[src/rtl/txd_frame_sink_if.sv]
// Committed-byte output stream of txd_frame_sink: byte, end-of-frame flag and valid/ready handshake.
interface txd_frame_sink_if;
    logic [7:0] m_data;
    logic       m_last;
    logic       m_valid;
    logic       m_ready;

    modport master (output m_data, output m_last, output m_valid, input m_ready);
    modport slave  (input m_data, input m_last, input m_valid, output m_ready);
endinterface

[src/rtl/txd_frame_sink.sv]
// Store-and-forward sink for the txd/tx_en byte stream: buffers whole frames, reports length/sum,
// drops frames that are oversize or do not fit, and replays committed frames on a valid/ready stream.
module txd_frame_sink #(
    parameter int DEPTH   = 64,
    parameter int MAX_LEN = 32,
    parameter int LEN_W   = $clog2(MAX_LEN + 1)
) (
    input  logic                    clk,
    input  logic                    rst_n,
    input  logic [7:0]              txd,
    input  logic                    tx_en,
    txd_frame_sink_if.master        m,
    output logic                    frm_done,
    output logic [LEN_W-1:0]        frm_len,
    output logic [7:0]              frm_sum,
    output logic                    drop_pulse,
    output logic [7:0]              drop_cnt
);
    localparam int AW = $clog2(DEPTH);
    localparam int PW = AW + 1;
    localparam logic [PW:0]      DEPTH_V   = (PW + 1)'(DEPTH);
    localparam logic [LEN_W-1:0] MAX_LEN_V = LEN_W'(MAX_LEN);

    typedef enum logic [1:0] {IDLE, RECV, DISCARD} state_t;

    state_t           state;
    logic [8:0]       mem [DEPTH];
    logic [PW-1:0]    wr_spec;
    logic [PW-1:0]    wr_commit;
    logic [PW-1:0]    rd_ptr;
    logic [7:0]       stg_data;
    logic             stg_valid;
    logic [LEN_W-1:0] len;
    logic [7:0]       sum;

    logic [PW:0]      occupancy;
    logic [LEN_W-1:0] cur_len;
    logic             accept;
    logic             wr_en;
    logic             wr_last;
    logic             pop;

    // Space check uses the registered rd_ptr, so a same-cycle pop never frees room for the incoming byte.
    always_comb begin
        occupancy = {1'b0, wr_spec - rd_ptr} + {{PW{1'b0}}, stg_valid};
        cur_len   = (state == RECV) ? len : '0;
        accept    = (occupancy < DEPTH_V) && (cur_len < MAX_LEN_V);
        wr_en     = rst_n && (state == RECV) && (!tx_en || accept);
        wr_last   = !tx_en;
        pop       = m.m_valid && m.m_ready;
    end

    assign m.m_valid = (rd_ptr != wr_commit);
    assign m.m_data  = m.m_valid ? mem[rd_ptr[AW-1:0]][7:0] : 8'd0;
    assign m.m_last  = m.m_valid ? mem[rd_ptr[AW-1:0]][8]   : 1'b0;

    always_ff @(posedge clk) begin
        if (wr_en)
            mem[wr_spec[AW-1:0]] <= {wr_last, stg_data};
    end

    // The newest byte waits in staging so it can be written with the right last flag once we know
    // whether another byte follows; a rejected byte rolls wr_spec back to discard the partial frame.
    always_ff @(posedge clk) begin
        if (!rst_n) begin
            state      <= IDLE;
            wr_spec    <= '0;
            wr_commit  <= '0;
            rd_ptr     <= '0;
            stg_data   <= '0;
            stg_valid  <= 1'b0;
            len        <= '0;
            sum        <= '0;
            frm_done   <= 1'b0;
            frm_len    <= '0;
            frm_sum    <= '0;
            drop_pulse <= 1'b0;
            drop_cnt   <= '0;
        end else begin
            frm_done   <= 1'b0;
            drop_pulse <= 1'b0;
            if (pop)
                rd_ptr <= rd_ptr + 1'b1;
            case (state)
                IDLE: begin
                    if (tx_en) begin
                        if (accept) begin
                            stg_data  <= txd;
                            stg_valid <= 1'b1;
                            len       <= LEN_W'(1);
                            sum       <= txd;
                            state     <= RECV;
                        end else begin
                            state <= DISCARD;
                        end
                    end
                end
                RECV: begin
                    if (tx_en) begin
                        if (accept) begin
                            wr_spec  <= wr_spec + 1'b1;
                            stg_data <= txd;
                            len      <= len + 1'b1;
                            sum      <= sum + txd;
                        end else begin
                            wr_spec   <= wr_commit;
                            stg_valid <= 1'b0;
                            state     <= DISCARD;
                        end
                    end else begin
                        wr_spec   <= wr_spec + 1'b1;
                        wr_commit <= wr_spec + 1'b1;
                        stg_valid <= 1'b0;
                        frm_done  <= 1'b1;
                        frm_len   <= len;
                        frm_sum   <= sum;
                        state     <= IDLE;
                    end
                end
                DISCARD: begin
                    if (!tx_en) begin
                        drop_pulse <= 1'b1;
                        if (drop_cnt != 8'hFF)
                            drop_cnt <= drop_cnt + 1'b1;
                        state <= IDLE;
                    end
                end
                default: state <= IDLE;
            endcase
        end
    end
endmodule

[src/flat_wrapper.sv]
// flat-port wrapper written by rule: the top's interface ports become plain ports
module txd_frame_sink_flat 
#(
    parameter int DEPTH   = 64,
    parameter int MAX_LEN = 32,
    parameter int LEN_W   = $clog2(MAX_LEN + 1)
)
  (clk, rst_n, txd, tx_en, frm_done, frm_len, frm_sum, drop_pulse, drop_cnt, m_m_data, m_m_last, m_m_valid, m_m_ready);
  txd_frame_sink_if m_i ();
  input  logic clk;
  input  logic rst_n;
  input  logic [7:0] txd;
  input  logic tx_en;
  output logic frm_done;
  output logic [LEN_W-1:0] frm_len;
  output logic [7:0] frm_sum;
  output logic drop_pulse;
  output logic [7:0] drop_cnt;
  output wire logic [$bits(m_i.m_data)-1:0] m_m_data;
  output wire logic [$bits(m_i.m_last)-1:0] m_m_last;
  output wire logic [$bits(m_i.m_valid)-1:0] m_m_valid;
  input wire logic [$bits(m_i.m_ready)-1:0] m_m_ready;
  assign m_m_data = m_i.m_data;
  assign m_m_last = m_i.m_last;
  assign m_m_valid = m_i.m_valid;
  assign m_i.m_ready = m_m_ready;
  txd_frame_sink #(.DEPTH(DEPTH), .MAX_LEN(MAX_LEN), .LEN_W(LEN_W)) u_core (.clk(clk), .rst_n(rst_n), .txd(txd), .tx_en(tx_en), .m(m_i), .frm_done(frm_done), .frm_len(frm_len), .frm_sum(frm_sum), .drop_pulse(drop_pulse), .drop_cnt(drop_cnt));
endmodule
[config.mk]
export PLATFORM = sky130hd
export DESIGN_NAME = txd_frame_sink_flat
export DESIGN_NICKNAME = d
export VERILOG_FILES = /design/src/rtl/txd_frame_sink_if.sv /design/src/rtl/txd_frame_sink.sv /design/src/flat_wrapper.sv
export SDC_FILE = /design/constraint.sdc
export NUM_CORES = 1
export LEC_CHECK = 0
export BUFFER_PORTS_ARGS = -buffer_cell sky130_fd_sc_hd__buf_4
export CAP_MARGIN = 20
export CORE_MARGIN = 2
export CORE_UTILIZATION = 60
export CTS_CLUSTER_SIZE = 8
export DETAILED_ROUTE_END_ITERATION = 10
export PLACE_DENSITY = 0.88
export SYNTH_ARGS = -nofsm -noshare
export SYNTH_HDL_FRONTEND = slang
export SYNTH_SLANG_ARGS = --single-unit
[constraint.sdc]
create_clock -name clk -period 4.35 [get_ports clk]
set_input_delay 0.87 -clock clk [delete_from_list [all_inputs] [get_ports clk]]
set_output_delay 0.87 -clock clk [all_outputs]
set_load 0.05 [all_outputs]
; Word-level counts from Yosys, hierarchy flattened
; Memory sizes are Yosys's and may differ from the RTL's. A register that Yosys moved wholly into a read port is not among the register bits.
; Index checks and enable logic that the tools add are counted.
[word_totals]
ff_bits = 70
latchBits = 0
ramBits = 576
mem_bits_ro = 0
inputBits = 12
output_inout_bits = 34
elab_cells = 82
n_memories = 1
[memory_table]
columns = memory, words, width, rd, rd_ports_with_merged_regs, write_ports, line
row1 = u_core.mem, 64, 9, 1, 1, 1, txd_frame_sink.sv:27  ; logic [8:0] mem [DEPTH];
[classes]
addsub = 7
mul = 0
div_mod_pow = 0
n_lt_le_gt_ge = 2
eq_ne = 10
shift = 0
n_mux = 31
bitwise_logic = 1
reduce_logical = 17
[ops]
columns = operator, n
row1 = 2-to-1 mux 6 bit, 7
row2 = 2-to-1 mux 8 bit, 5
row3 = case mux 8 bit (2 select lines), 1
row4 = adder 7 x 1 -> 7 bit (second input constant), 2
row5 = 2-to-1 mux 7 bit, 2
row6 = case mux 6 bit (2 select lines), 1
row7 = 2-to-1 mux 2 bit, 5
row8 = AND reduction 3 bit, 3
row9 = adder 7 x 1 -> 8 bit, 1
row10 = adder 8 x 1 -> 8 bit (second input constant), 1
row11 = adder 8 bit, 1
row12 = < comparator 8 x 7 -> 1 bit (second input constant), 1
row13 = 2-to-1 mux 1 bit, 8
row14 = != test 8 bit (second input constant), 1
row15 = != test 7 bit, 1
row16 = subtractor 7 bit, 1
row17 = adder 6 x 1 -> 6 bit (second input constant), 1
row18 = < comparator 6 bit (second input constant), 1
row19 = != test 2 bit (second input constant), 3
row20 = case mux 2 bit (3 select lines), 1
row21 = AND reduction 2 bit, 3
row22 = AND reduction 5 bit, 1
row23 = logical AND 1 bit, 4
row24 = != test 2 x 1 -> 1 bit (second input constant), 2
row25 = 11 further kinds, 11

; Longest topological paths before layout
[depth]
word_depth = 8
mapped_depth = 11
mapped_depth_nobuf = 10

; Worst setup path before layout
; No wires, ideal clock.
[synth_timing]
path_type = flip-flop to output port
start = reg (tool-made name)
end = out m_m_data[0]
arrival_ns = 2.281
required_ns = 3.480
path_slack_ns = 1.199
stages_incl_launch_ff = 9
path_buffers = 3
path_cell_list = dfxtp_1 -> buf_2 -> buf_2 -> clkbuf_1 -> mux4_2 -> mux2i_1 -> a22oi_1 -> nand2_1 -> o22ai_1
[synth_lines]
columns = element, line
row1 = "end, declared", flat_wrapper.sv:19  ; output wire logic [$bits(m_i.m_data)-1:0] m_m_data;

==> flow_summary_export.csv <==
group,metric,value,unit
critical_path,worstPathArrival,3.39,ns
place,port_buffers,45,
yosys,synth_ff_type,"edfxtp_1",
die,die_h,212,um
yosys,async_flop_share,0,%
global_routing,grt_pass1_vias,14500,
yosys,syn_nets,1466,
yosys,yosysSeqAreaShare,72.4,%
timing,fin_crit_sh,97.9,%
critical_path,end_kind,"output port",
outcome,status,"finished clean",
route,drt_iter0_drc,2051,
cts,clk_latency,0.62,ns
critical_path,required,3.48,ns
critical_path,path_common_cell,"buf_4",
cells_and_area,nFillCells,2453,
global_routing,grt_antenna_before_repair,0,
cts,cts_buffers,91,
critical_path,r2r-start,"u_core.wr_spec[0]",
critical_path,max_stage_delay,0.57,ns
critical_path,r2r-end,"u_core.mem[38][5]",
power_and_ir_drop,fin_total_pwr,16900,uW
die,die_w,212,um
power_and_ir_drop,pwr-share-comb,18.1,%
cts,ctsHoldBuffers,0,
yosys,synth_edf_count,576,
power_and_ir_drop,pwr-share-seq,44.5,%
cts,cts_max_path_buffers,3,
cts,h-tree-depth,3,
yosys,netlist_top_cells_area,"edfxtp_1 (67%), mux4_2 (12%), dfxtp_1 (5.9%)",
yosys,ys_ff_latch,652,
place,gp_congestion,0.848,
yosys,avgSynthCellArea,18.1,um^2
critical_path,critPathTopFamily,"buffers and inverters",
cts,cts_tree,"done",
power_and_ir_drop,vdd_drop_max,407,uV
cts,clock-root-buffer,"clkbuf_16",
flow_run,maxCapViolations,0,
route,via_per_inst,6.70,
power_and_ir_drop,p_clk_share,37.4,%
critical_path,cp_max_fo,35,
yosys,synthDominantCellAreaShare,66.6,%
cells_and_area,synthToLayoutAreaGrowth,14.1,%
critical_path,cp-start-kind,"flop",
die,ioPinCount,46,
critical_path,criticalPathCategory,"flop to output port",
cells_and_area,antenna_cells,0,
power_and_ir_drop,power.leakage,0.00944,uW
timing,slew_headroom,20.4,%
power_and_ir_drop,switchingPower,4650,uW
cells_and_area,fin_area,29600,um^2
timing,clock_skew,0.0240,ns
critical_path,crit_cells,8,
place,dpl.hpwl,34700,um
timing,drv_slew,0,
route,dr.pass1.iters,5,
route,drt-total-wl,63600,um
timing,max_freq,0.235,GHz
power_and_ir_drop,switching_share,27.5,%
route,wire_per_inst,29.6,um
cells_and_area,drive_gt1_share,22.3,%
die,num_rows,76,
critical_path,critPathSlowestCell,"mux4_2",
min_path,min_path_cells,2,
timing,hold_viol,0,
yosys,ys_types,53,
min_path,whs_endpoint,"u_core.frm_sum[1]",
yosys,syn_inst,1435,
power_and_ir_drop,powerDensity,569,nW/um^2
die,initial_core_util,60.6,%
cts,cts_setup_buffers,0,
cts,cts.clk_slew.worst_paths,0.05,ns
global_routing,grt_usage,29.1,%
min_path,min_from,"u_core.frm_sum[1]",
cells_and_area,final_nets,1563,
critical_path,r2r_slack,0.14,ns
die,core-area,42900,um^2
min_path,min_path_type,"flop to flop",
global_routing,gr-total-overflow,0,
cts,clkSinkCount,652,
critical_path,path_buf_inv,3,
yosys,yosys.area.top_type,"edfxtp_1",
place,dpl_cell_area,27100,um^2
route,ant_nets,0,
die,fp.dieArea,45000,um^2
timing,setup_violations,0,
yosys,ys_warn_count,0,
yosys,netlist_area,26000,um^2
critical_path,path_cells,"buf_12 -> buf_4 -> mux4_2 -> mux2i_1 -> a22oi_1 -> nand2_1 -> o22ai_1 -> buf_4",
global_routing,grt_max_degree,88,
timing,rsz0062_at_grt,"yes",
route,route.detailed.drc,0,
power_and_ir_drop,p_int,12200,uW
cts,ctsResizeCount,0,
critical_path,r2r_cells,11,
route,via_count,14400,
timing,worst_slew_pin_slew,1.19,ns
global_routing,grt_pass1_wl,94100,um
timing,period_minus_slack,4.26,ns
yosys,yosysMostFrequentCell,"edfxtp_1",
yosys,synthTopCellsByCount,"edfxtp_1 (576), mux4_2 (144), nor2_1 (113)",
how the worst max path moves through the flow:
stage / startpoint / end / slack (ns)
after floorplan: flop / m_m_data[0] / 1.20
after global placement: u_core.wr_spec[0] / u_core.mem[36][4] / 0.61
after detailed placement: u_core.wr_spec[0] / u_core.mem[37][4] / 0.32
after CTS: flop / m_m_data[3] / 0.14
after global routing: u_core.wr_spec[0] / u_core.mem[39][7] / -0.05
final: flop / m_m_data[3] / 0.09
sequential cells by signal, summed over array words and instances, names as in the netlist, named ones only:
name               flops
u_core.wr_spec         7
u_core.frm_len         6
u_core.rd_ptr          7
u_core.frm_sum         8
u_core.state           2
u_core.wr_commit       7
u_core.sum             8
u_core.drop_pulse      1
u_core.frm_done        1
u_core.drop_cnt        8
u_core.mem           576
u_core.len             6
u_core.stg_valid       1
u_core.stg_data        8
placed cells by master, fill, tap and decap left out, drive strengths merged, types with 17 or more instances in the layout:
master | synthesis | layout
ha | 17 | 17
nand3 | 28 | 28
mux2i | 86 | 86
edfxtp | 576 | 576
clkbuf | 41 | 117
dfxtp | 76 | 76
buf | 38 | 83
a21oi | 35 | 35
mux4 | 144 | 144
a22oi | 36 | 36
nand2 | 77 | 77
inv | 19 | 21
o21ai | 17 | 17
nor2 | 113 | 113
cells by family after synthesis:
| family | synth area share, % |
|---|---|
| adders and majority gates | 0.973 |
| xor gates and xnor gates | 0.910 |
| AOI/OAI and AO/OA | 3.57 |
| muxes | 15.8 |
| DFF | 72.4 |
| and+or+nand+nor | 4.78 |
| buffers and inverters | 1.52 |
worst register-to-register path: cells and delay by family (launching register included):
family                     cells  cell delay (ns)
adders and majority gates      2             0.61
buffers and inverters          3             0.59
AOI/OAI and AO/OA              3             0.89
and+or+nand+nor                3             1.38
DFF                            1             0.35
power groups by stage:
stage                     Sequential (uW)  Combinational [uW]  Clock [uW]
after detailed placement             7640                2900           0
after floorplan                      7600                1950           0
final                                7510                3050        6320
after global placement               7670                2750           0
after CTS                            7530                2990        6350
after global routing                 7530                3210        6590
metrics by stage:
step | util (%) | hold WS (ns) | TNS, ns | setup slack [ns] | std cells
3_3_place_gp | 63.2 | 0.446 | 0 | 0.606 | 2021
2_1_floorplan | - | 0.442 | 0 | 1.20 | 1435
3_5_place_dp | 63.3 | 0.452 | 0 | 0.322 | 2023
5_1_grt | 69.1 | 0.479 | -1.07 | -0.0471 | 2147
6_report | 69.1 | 0.458 | 0 | 0.0916 | 2147
4_1_cts | 69.1 | 0.462 | 0 | 0.135 | 2146
layer usage:
layer | GRT usage [%] | vias to the layer above | share of wire (%)
met1 | 38.3 | 7226 | 36
li1 | - | 5908 | -
met5 | 0 | - | 0
met2 | 47.3 | 1044 | 49
met3 | 6.93 | 205 | 11
met4 | 11.4 | 0 | 4.1
layout make-up:
type / count / area (um^2) / share of cell area, %
Tap cell: 585 / 732 / 2.47
Clock buffer: 117 / 2420 / 8.15
Inverter: 19 / 71.3 / 0.241
Clock inverter: 6 / 63.8 / 0.215
Multi-Input combinational cell: 685 / 6770 / 22.8
Sequential cell: 652 / 18800 / 63.6
Timing Repair Buffer: 83 / 748 / 2.52
Power figures use the tool's default switching activity.
